==> src/rtl/router_dispatch_ctrl.sv <==
// ----------------------------------------------------------------------------
// router_dispatch_ctrl
//
// Steers a valid/ready packet stream (header beat plus optional payload beats)
// onto one of two output ports. The destination is taken from bits [1:0] of
// the header beat: 00 selects port 0, 01 selects port 1, and 10/11 are invalid.
// The path stays locked to the selected port until the packet's last beat.
// Packets with an invalid destination are consumed and discarded. Saturating
// counters track the packets accepted for each port and the packets dropped.
//
// Ports
//   i_clk, i_rst_n          rising-edge clock, asynchronous active-low reset
//   i_in_valid / o_in_ready upstream handshake
//   i_in_data, i_in_last    upstream beat data and end-of-packet flag
//   o_outN_valid/i_outN_ready, o_outN_data, o_outN_last   port N (N = 0, 1)
//   o_busy                  registered; high while in ROUTE or DROP
//   o_cur_port              port locked for the current packet (valid in ROUTE)
//   o_pkt_cnt0/1, o_drop_cnt  saturating statistics counters
//
// state  | meaning
// -------+----------------------------------------------------------------
// IDLE   | waiting for a header beat; decodes the destination
// ROUTE  | forwarding payload beats to the locked port until the last beat
// DROP   | discarding the beats of a packet with an invalid destination
// ----------------------------------------------------------------------------
module router_dispatch_ctrl #(
    parameter int DATA_W = 8,
    parameter int CNT_W  = 8
) (
    input  logic              i_clk,
    input  logic              i_rst_n,
    input  logic              i_in_valid,
    output logic              o_in_ready,
    input  logic [DATA_W-1:0] i_in_data,
    input  logic              i_in_last,
    output logic              o_out0_valid,
    input  logic              i_out0_ready,
    output logic [DATA_W-1:0] o_out0_data,
    output logic              o_out0_last,
    output logic              o_out1_valid,
    input  logic              i_out1_ready,
    output logic [DATA_W-1:0] o_out1_data,
    output logic              o_out1_last,
    output logic              o_busy,
    output logic              o_cur_port,
    output logic [CNT_W-1:0]  o_pkt_cnt0,
    output logic [CNT_W-1:0]  o_pkt_cnt1,
    output logic [CNT_W-1:0]  o_drop_cnt
);

    typedef enum logic [1:0] {
        S_IDLE  = 2'd0,
        S_ROUTE = 2'd1,
        S_DROP  = 2'd2
    } state_t;

    localparam logic [CNT_W-1:0] CNT_MAX = '1;
    localparam logic [CNT_W-1:0] CNT_ONE = CNT_W'(1);

    state_t            r_state;
    state_t            w_state_nxt;
    logic              r_cur_port;
    logic              w_port_nxt;
    logic              r_busy;

    logic              r_out0_valid;
    logic [DATA_W-1:0] r_out0_data;
    logic              r_out0_last;
    logic              r_out1_valid;
    logic [DATA_W-1:0] r_out1_data;
    logic              r_out1_last;

    logic [CNT_W-1:0]  r_pkt_cnt0;
    logic [CNT_W-1:0]  r_pkt_cnt1;
    logic [CNT_W-1:0]  r_drop_cnt;

    logic              w_hdr_ok;
    logic              w_hdr_port;
    logic              w_can0;
    logic              w_can1;
    logic              w_in_ready;
    logic              w_tgt;
    logic              w_load;
    logic              w_inc_pkt;
    logic              w_inc_drop;
    logic              w_load0;
    logic              w_load1;
    logic              w_inc0;
    logic              w_inc1;

    // Header decode: bit 1 set marks an invalid destination, bit 0 picks the port.
    assign w_hdr_ok   = ~i_in_data[1];
    assign w_hdr_port = i_in_data[0];

    // A port register can take a beat when empty or when it drains this cycle.
    assign w_can0 = ~r_out0_valid | i_out0_ready;
    assign w_can1 = ~r_out1_valid | i_out1_ready;

    always_comb begin
        w_state_nxt = r_state;
        w_port_nxt  = r_cur_port;
        w_in_ready  = 1'b0;
        w_tgt       = r_cur_port;
        w_load      = 1'b0;
        w_inc_pkt   = 1'b0;
        w_inc_drop  = 1'b0;
        case (r_state)
            S_IDLE: begin
                if (w_hdr_ok) begin
                    w_tgt      = w_hdr_port;
                    w_in_ready = w_hdr_port ? w_can1 : w_can0;
                    if (i_in_valid && w_in_ready) begin
                        w_load     = 1'b1;
                        w_port_nxt = w_hdr_port;
                        if (i_in_last) begin
                            w_inc_pkt = 1'b1;
                        end else begin
                            w_state_nxt = S_ROUTE;
                        end
                    end
                end else begin
                    w_in_ready = 1'b1;
                    if (i_in_valid) begin
                        if (i_in_last) begin
                            w_inc_drop = 1'b1;
                        end else begin
                            w_state_nxt = S_DROP;
                        end
                    end
                end
            end
            S_ROUTE: begin
                w_in_ready = r_cur_port ? w_can1 : w_can0;
                if (i_in_valid && w_in_ready) begin
                    w_load = 1'b1;
                    if (i_in_last) begin
                        w_inc_pkt   = 1'b1;
                        w_state_nxt = S_IDLE;
                    end
                end
            end
            S_DROP: begin
                w_in_ready = 1'b1;
                if (i_in_valid && i_in_last) begin
                    w_inc_drop  = 1'b1;
                    w_state_nxt = S_IDLE;
                end
            end
            default: begin
                w_state_nxt = S_IDLE;
            end
        endcase
    end

    assign w_load0 = w_load & ~w_tgt;
    assign w_load1 = w_load &  w_tgt;
    assign w_inc0  = w_inc_pkt & ~w_tgt;
    assign w_inc1  = w_inc_pkt &  w_tgt;

    always_ff @(posedge i_clk or negedge i_rst_n) begin
        if (!i_rst_n) begin
            r_state    <= S_IDLE;
            r_cur_port <= 1'b0;
            r_busy     <= 1'b0;
        end else begin
            r_state    <= w_state_nxt;
            r_cur_port <= w_port_nxt;
            r_busy     <= (w_state_nxt != S_IDLE);
        end
    end

    // Output registers: a load wins over a drain, so a simultaneous load and
    // drain keeps valid high with the new beat.
    always_ff @(posedge i_clk or negedge i_rst_n) begin
        if (!i_rst_n) begin
            r_out0_valid <= 1'b0;
            r_out0_data  <= '0;
            r_out0_last  <= 1'b0;
            r_out1_valid <= 1'b0;
            r_out1_data  <= '0;
            r_out1_last  <= 1'b0;
        end else begin
            if (w_load0) begin
                r_out0_valid <= 1'b1;
                r_out0_data  <= i_in_data;
                r_out0_last  <= i_in_last;
            end else if (i_out0_ready) begin
                r_out0_valid <= 1'b0;
            end
            if (w_load1) begin
                r_out1_valid <= 1'b1;
                r_out1_data  <= i_in_data;
                r_out1_last  <= i_in_last;
            end else if (i_out1_ready) begin
                r_out1_valid <= 1'b0;
            end
        end
    end

    always_ff @(posedge i_clk or negedge i_rst_n) begin
        if (!i_rst_n) begin
            r_pkt_cnt0 <= '0;
            r_pkt_cnt1 <= '0;
            r_drop_cnt <= '0;
        end else begin
            if (w_inc0 && (r_pkt_cnt0 != CNT_MAX)) begin
                r_pkt_cnt0 <= r_pkt_cnt0 + CNT_ONE;
            end
            if (w_inc1 && (r_pkt_cnt1 != CNT_MAX)) begin
                r_pkt_cnt1 <= r_pkt_cnt1 + CNT_ONE;
            end
            if (w_inc_drop && (r_drop_cnt != CNT_MAX)) begin
                r_drop_cnt <= r_drop_cnt + CNT_ONE;
            end
        end
    end

    assign o_in_ready   = w_in_ready;
    assign o_out0_valid = r_out0_valid;
    assign o_out0_data  = r_out0_data;
    assign o_out0_last  = r_out0_last;
    assign o_out1_valid = r_out1_valid;
    assign o_out1_data  = r_out1_data;
    assign o_out1_last  = r_out1_last;
    assign o_busy       = r_busy;
    assign o_cur_port   = r_cur_port;
    assign o_pkt_cnt0   = r_pkt_cnt0;
    assign o_pkt_cnt1   = r_pkt_cnt1;
    assign o_drop_cnt   = r_drop_cnt;

endmodule
==> config.mk <==
export PLATFORM = sky130hd
export DESIGN_NAME = router_dispatch_ctrl
export DESIGN_NICKNAME = d
export VERILOG_FILES = /design/src/rtl/router_dispatch_ctrl.sv
export SDC_FILE = /design/constraint.sdc
export NUM_CORES = 1
export LEC_CHECK = 0
export BUFFER_PORTS_ARGS = -buffer_cell sky130_fd_sc_hd__buf_2
export CORE_MARGIN = 4
export CORE_UTILIZATION = 39
export CTS_CLUSTER_DIAMETER = 60
export CTS_CLUSTER_SIZE = 14
export DETAILED_ROUTE_END_ITERATION = 16
export GPL_TIMING_DRIVEN = 0
export HOLD_SLACK_MARGIN = 0.02
export PLACE_DENSITY = 0.65
export SYNTH_ARGS = -nofsm -noshare
export SYNTH_HDL_FRONTEND = slang
export SYNTH_SLANG_ARGS = --single-unit
==> constraint.sdc <==
create_clock -name i_clk -period 2.8 [get_ports i_clk]
set_clock_uncertainty 0.1 [all_clocks]
set_input_delay 0.42 -clock i_clk [delete_from_list [all_inputs] [get_ports i_clk]]
set_output_delay 0.42 -clock i_clk [all_outputs]
set_load 0.01 [all_outputs]
Word-level counts from Yosys, hierarchy flattened. Index checks and enable logic that the tools add are counted.

Add/subtract/negate cells: 3. Eq/ne operators: 5. Muxes and demuxes: 32. Bitwise gates (word level): 10. Reduce and logical (&&, ||, !) cells: 11.

Operator list (number): 8-bit by 1-bit adder with 8-bit output (second input constant) (3); 8-bit inequality test (second input constant) (3); 1-bit two-way mux (19); 2-bit two-way mux (8); 1-bit logical AND (6); 1-bit case mux with 2 select lines (3); 2-bit case mux with 3 select lines (1); 2-bit nonzero test (3); 1-bit bitwise AND (4); 1-bit inverter (4); 1-bit case mux with 3 select lines (1); 3-bit AND reduction (1); 2-bit by 1-bit equality test with 1-bit output (second input constant) (1); 2-bit equality test (second input constant) (1); 2-bit logical NOT (1); 1-bit bitwise OR (2).

Bits in registers: 48. Input port bits: 14. Output and inout bits: 47. Word-level logic and storage cells: 73.

Depth between registers and ports, before layout.
Depth in word-level cells: 9. Mapped depth: 7. Mapped depth without buffers: 6.

Least setup slack after synthesis. No wires, ideal clock.

Path type: reg2reg. Start: register r_state[1]. End: register r_pkt_cnt0[6] (netlist: o_pkt_cnt0[6]). Library setup time: 0.128 ns. Arrival: 2.036 ns. Data required time: 2.572 ns. Slack: 0.537 ns. Stages on the path, launching flop included: 5. Path buffers: 0. Clock period less this slack: 2.263 ns. Path through: dfrtp_1 or4b_4 o32ai_4 or4b_1 mux2_1.

Longest elaborated chain between the ends: 5.

RTL lines: from (decl) (RTL line 60) `state_t r_state;`; from (signal assigned) (RTL line 166) `r_state <= w_state_nxt;`; branches (longest 3 deep; another with 2-bit by 1-bit equality test with 1-bit output); 1-bit bitwise AND (*) (RTL line 157) `assign w_inc0 = w_inc_pkt & ~w_tgt;`; 1-bit logical AND (*) (RTL line 206) `if (w_inc0 && (r_pkt_cnt0 != CNT_MAX)) begin`; to (signal assigned) (RTL line 207) `r_pkt_cnt0 <= r_pkt_cnt0 + CNT_ONE;`; to (decl) (RTL line 73) `logic [CNT_W-1:0] r_pkt_cnt0;`.

Mark *: on every way between the ends. A chain may end at the register's enable or synchronous reset.

Final worst setup path.
Start: register r_state[1]. End: register r_out1_data[5] (netlist: o_out1_data[5]).

Longest elaborated chain between the ends: 3.

RTL lines: 2-bit by 1-bit equality test with 1-bit output or 2-bit logical NOT (tied branches) (RTL line 107) `case (r_state)`; 1-bit case mux with 2 select lines or 1-bit two-way mux (tied branches) (RTL line 107); 1-bit bitwise AND (*) (RTL line 156) `assign w_load1 = w_load & w_tgt;`; to (signal assigned) (RTL line 192) `r_out1_data <= i_in_data;`; to (decl) (RTL line 70) `logic [DATA_W-1:0] r_out1_data;`.

Every way passes the cells marked *; elsewhere a longest branch is shown, timed or not.

==> results.cfg <==
[critical_path]
endpoint_kind = register
path_common_cell = mux2_2
start_kind = register
slowest_stage = clkbuf_1
max_stage_delay_ns = 0.46
worstSetupPathType = reg2reg
cp.arrival_ns = 2.65
path_cells = nor3_1 -> mux2_2 -> a21bo_2 -> clkbuf_1 -> mux2_2
critPathBufInv = 1
cp_data_required_time_ns = 2.88
cp_max_fo = 10
path_delay_family = multiplexers

[routing]
first_iter_violations = 44
vias = 1608
wirelength_mm = 4.377
wl_per_cell_um = 13.81
drtAntennaViolNets = 0
firstDrtPassIters = 4
drc = 0
vias_per_cell = 5.073

[sta]
finalCritPeriodShare_pct = 91.67
hold_viol_final = 0
max_slew.worst_pin.slew_ns = 1.072
setup_ws_ns = 0.2333
max_clock_freq_ghz = 0.3896
drv_slew = 0
setup_tns_ns = 0
fin_crit_ns = 2.567
setup_viol = 0
relSlewSlack_pct = 28.53
rsz0062_at_grt = false

[clock_network]
clk_path_buf_depth = 2
clk_pin_slew_ns = 0.08
holdBufCountCts = 0
cts.sinks = 48
ctsResizeCount = 0
htreeDepth = 2
cts_root_buffer = clkbuf_8
cts_buffers = 5
clk_latency_ns = 0.29
cts_setup_buffers = 0
cts_tree = yes

[synthesis]
synth_edf_count = 0
synth.cell_area_um2 = 2180
postSynthAreaPerCell_um2 = 12.18
ys_warn_count = 0
synth_cell_type_count = 42
synth_cells = 179
synth-seq-cells = 48
yosysSeqAreaShare_pct = 55.11
synthesis.nets = 196
synthFlopType = dfrtp_1
async_reset_ff_share_pct = 100.0

[placed_design]
dp_slack_ns = 0.1352
dp_hpwl_mm = 3.191
portBuffers = 60
gp_congestion = 0.7740

[global_route]
grt_pass1_vias = 1602
antenna_found_initial = 0
grt_util_all_layers_pct = 13.94
grt_overflow = 0
grt_max_degree = 49
grt_pass1_wl_mm = 7.355

[layout]
drive_gt1_share_pct = 32.39
fin_nets = 263
final_common_cell = buf_2
diodes = 0
synthToLayoutAreaGrowth_pct = 21.93
fillCellCount = 506
final_cell_mix = buf_2 (60), dfrtp_1 (48), nand2_1 (15)

[floorplan]
rows = 26
start_util_pct = 41.36
die_area_um2 = 6848
core_um2 = 5270
die_h_um = 82.76
fp.dieW_um = 82.76
pin_count = 61

[power_and_ir_drop]
p_leak_uw = 0.001275
power_density_nw_per_um2 = 839.7
max-vdd-ir-drop_v = 0.0004978

[status]
status = complete, no violations

[worst_hold_path]
min_path_type = in2async

[flow_run]
cap_violations = 0
==> power by group <==
group	switching [uW]	total [uW]	leakage [uW]	internal, uW
Clock	213	415	0.0000455	202
Sequential	175	1100	0.000609	921
Combinational	367	721	0.000621	354
==> worst paths after layout <==
check	startpoint	end	slack, ns	cells past startpoint
setup / recovery	r_state[1]	o_out1_data[5]	0.23	5
hold / removal	i_rst_n	o_pkt_cnt1[5]	0.22	1
setup reg to reg	r_state[1]	o_out1_data[5]	0.23	5
hold reg to reg	o_drop_cnt[7]	o_drop_cnt[7]	0.38	1
max in group asynchronous	i_rst_n	o_busy	1.72	1
min in group i_clk	i_out1_ready	o_out1_valid	0.22	2
==> state kept, by name (all words and copies together) (netlist names) <==
register / cells
o_busy: 1
o_cur_port: 1
o_drop_cnt: 8
o_out0_data: 8
o_out0_last: 1
o_out0_valid: 1
o_out1_data: 8
o_out1_last: 1
o_out1_valid: 1
o_pkt_cnt0: 8
o_pkt_cnt1: 8
r_state: 2
==> metrics by stage <==
step | total power (uW) | util (%) | hold slack [ns] | cells | instance area [um2]
6_report | 2232 | 50.43 | 0.2194 | 317 | 2658
5_1_grt | 2407 | 50.43 | 0.2223 | 317 | 2658
4_1_cts | 2281 | 50.43 | 0.2024 | 317 | 2658
3_5_place_dp | 1847 | 48.72 | 0.3765 | 309 | 2567
3_3_place_gp | 1825 | 48.72 | 0.3629 | 309 | 2567
2_1_floorplan | 1505 | - | 0.02441 | 179 | 2180
==> cells by family after synthesis <==
family	synth area share, %
adder cells (fa/ha/maj)	1.722
AO/OA/AOI/OAI	7.923
multiplexers	11.88
XOR/XNOR	7.233
flip-flops	55.11
AND/OR/NAND/NOR	14.58
buffers and inverters	1.550
==> worst reg2reg max path, delay by kind of cell, from the launching register on <==
kind                   cells  cell delay [ns]
multiplexers               2             0.84
AO/OA/AOI/OAI              1             0.29
flip-flops                 1             0.45
AND/OR/NAND/NOR            1             0.32
buffers and inverters      1             0.46
==> cells in the mapped netlist (3+ instances only) <==
library cell / count / area (um2)
dfrtp_1: 48 / 1201
nand2_1: 15 / 56.30
mux2_1: 13 / 146.4
mux2_2: 10 / 112.6
xnor2_1: 10 / 87.58
nand3_1: 9 / 45.04
xor2_1: 8 / 70.07
nor2_1: 6 / 22.52
inv_1: 5 / 18.77
o211ai_1: 5 / 37.54
nand2b_1: 4 / 25.02
nor3_1: 4 / 20.02
ha_1: 3 / 37.54
nor4b_1: 3 / 26.28
==> routing by layer <==
layer	global-route usage, %	vias up	wire, um
met4	2.941	0	28
met2	23.32	35	2092
met5	0	-	0
li1	-	776	-
met1	17.55	795	1974
met3	4.664	2	282
==> final cells by class <==
type / instances / area [um2] / share of cell area (%)
buffer: 3 / 11.26 / 0.4237
clock buffer: 8 / 90.09 / 3.390
inverter: 6 / 22.52 / 0.8475
multi-input combinational: 122 / 944.7 / 35.55
sequential: 48 / 1201 / 45.20
tap: 70 / 87.58 / 3.296
timing repair buffer: 60 / 300.3 / 11.30
No activity file was read; power rests on OpenSTA's default activity.
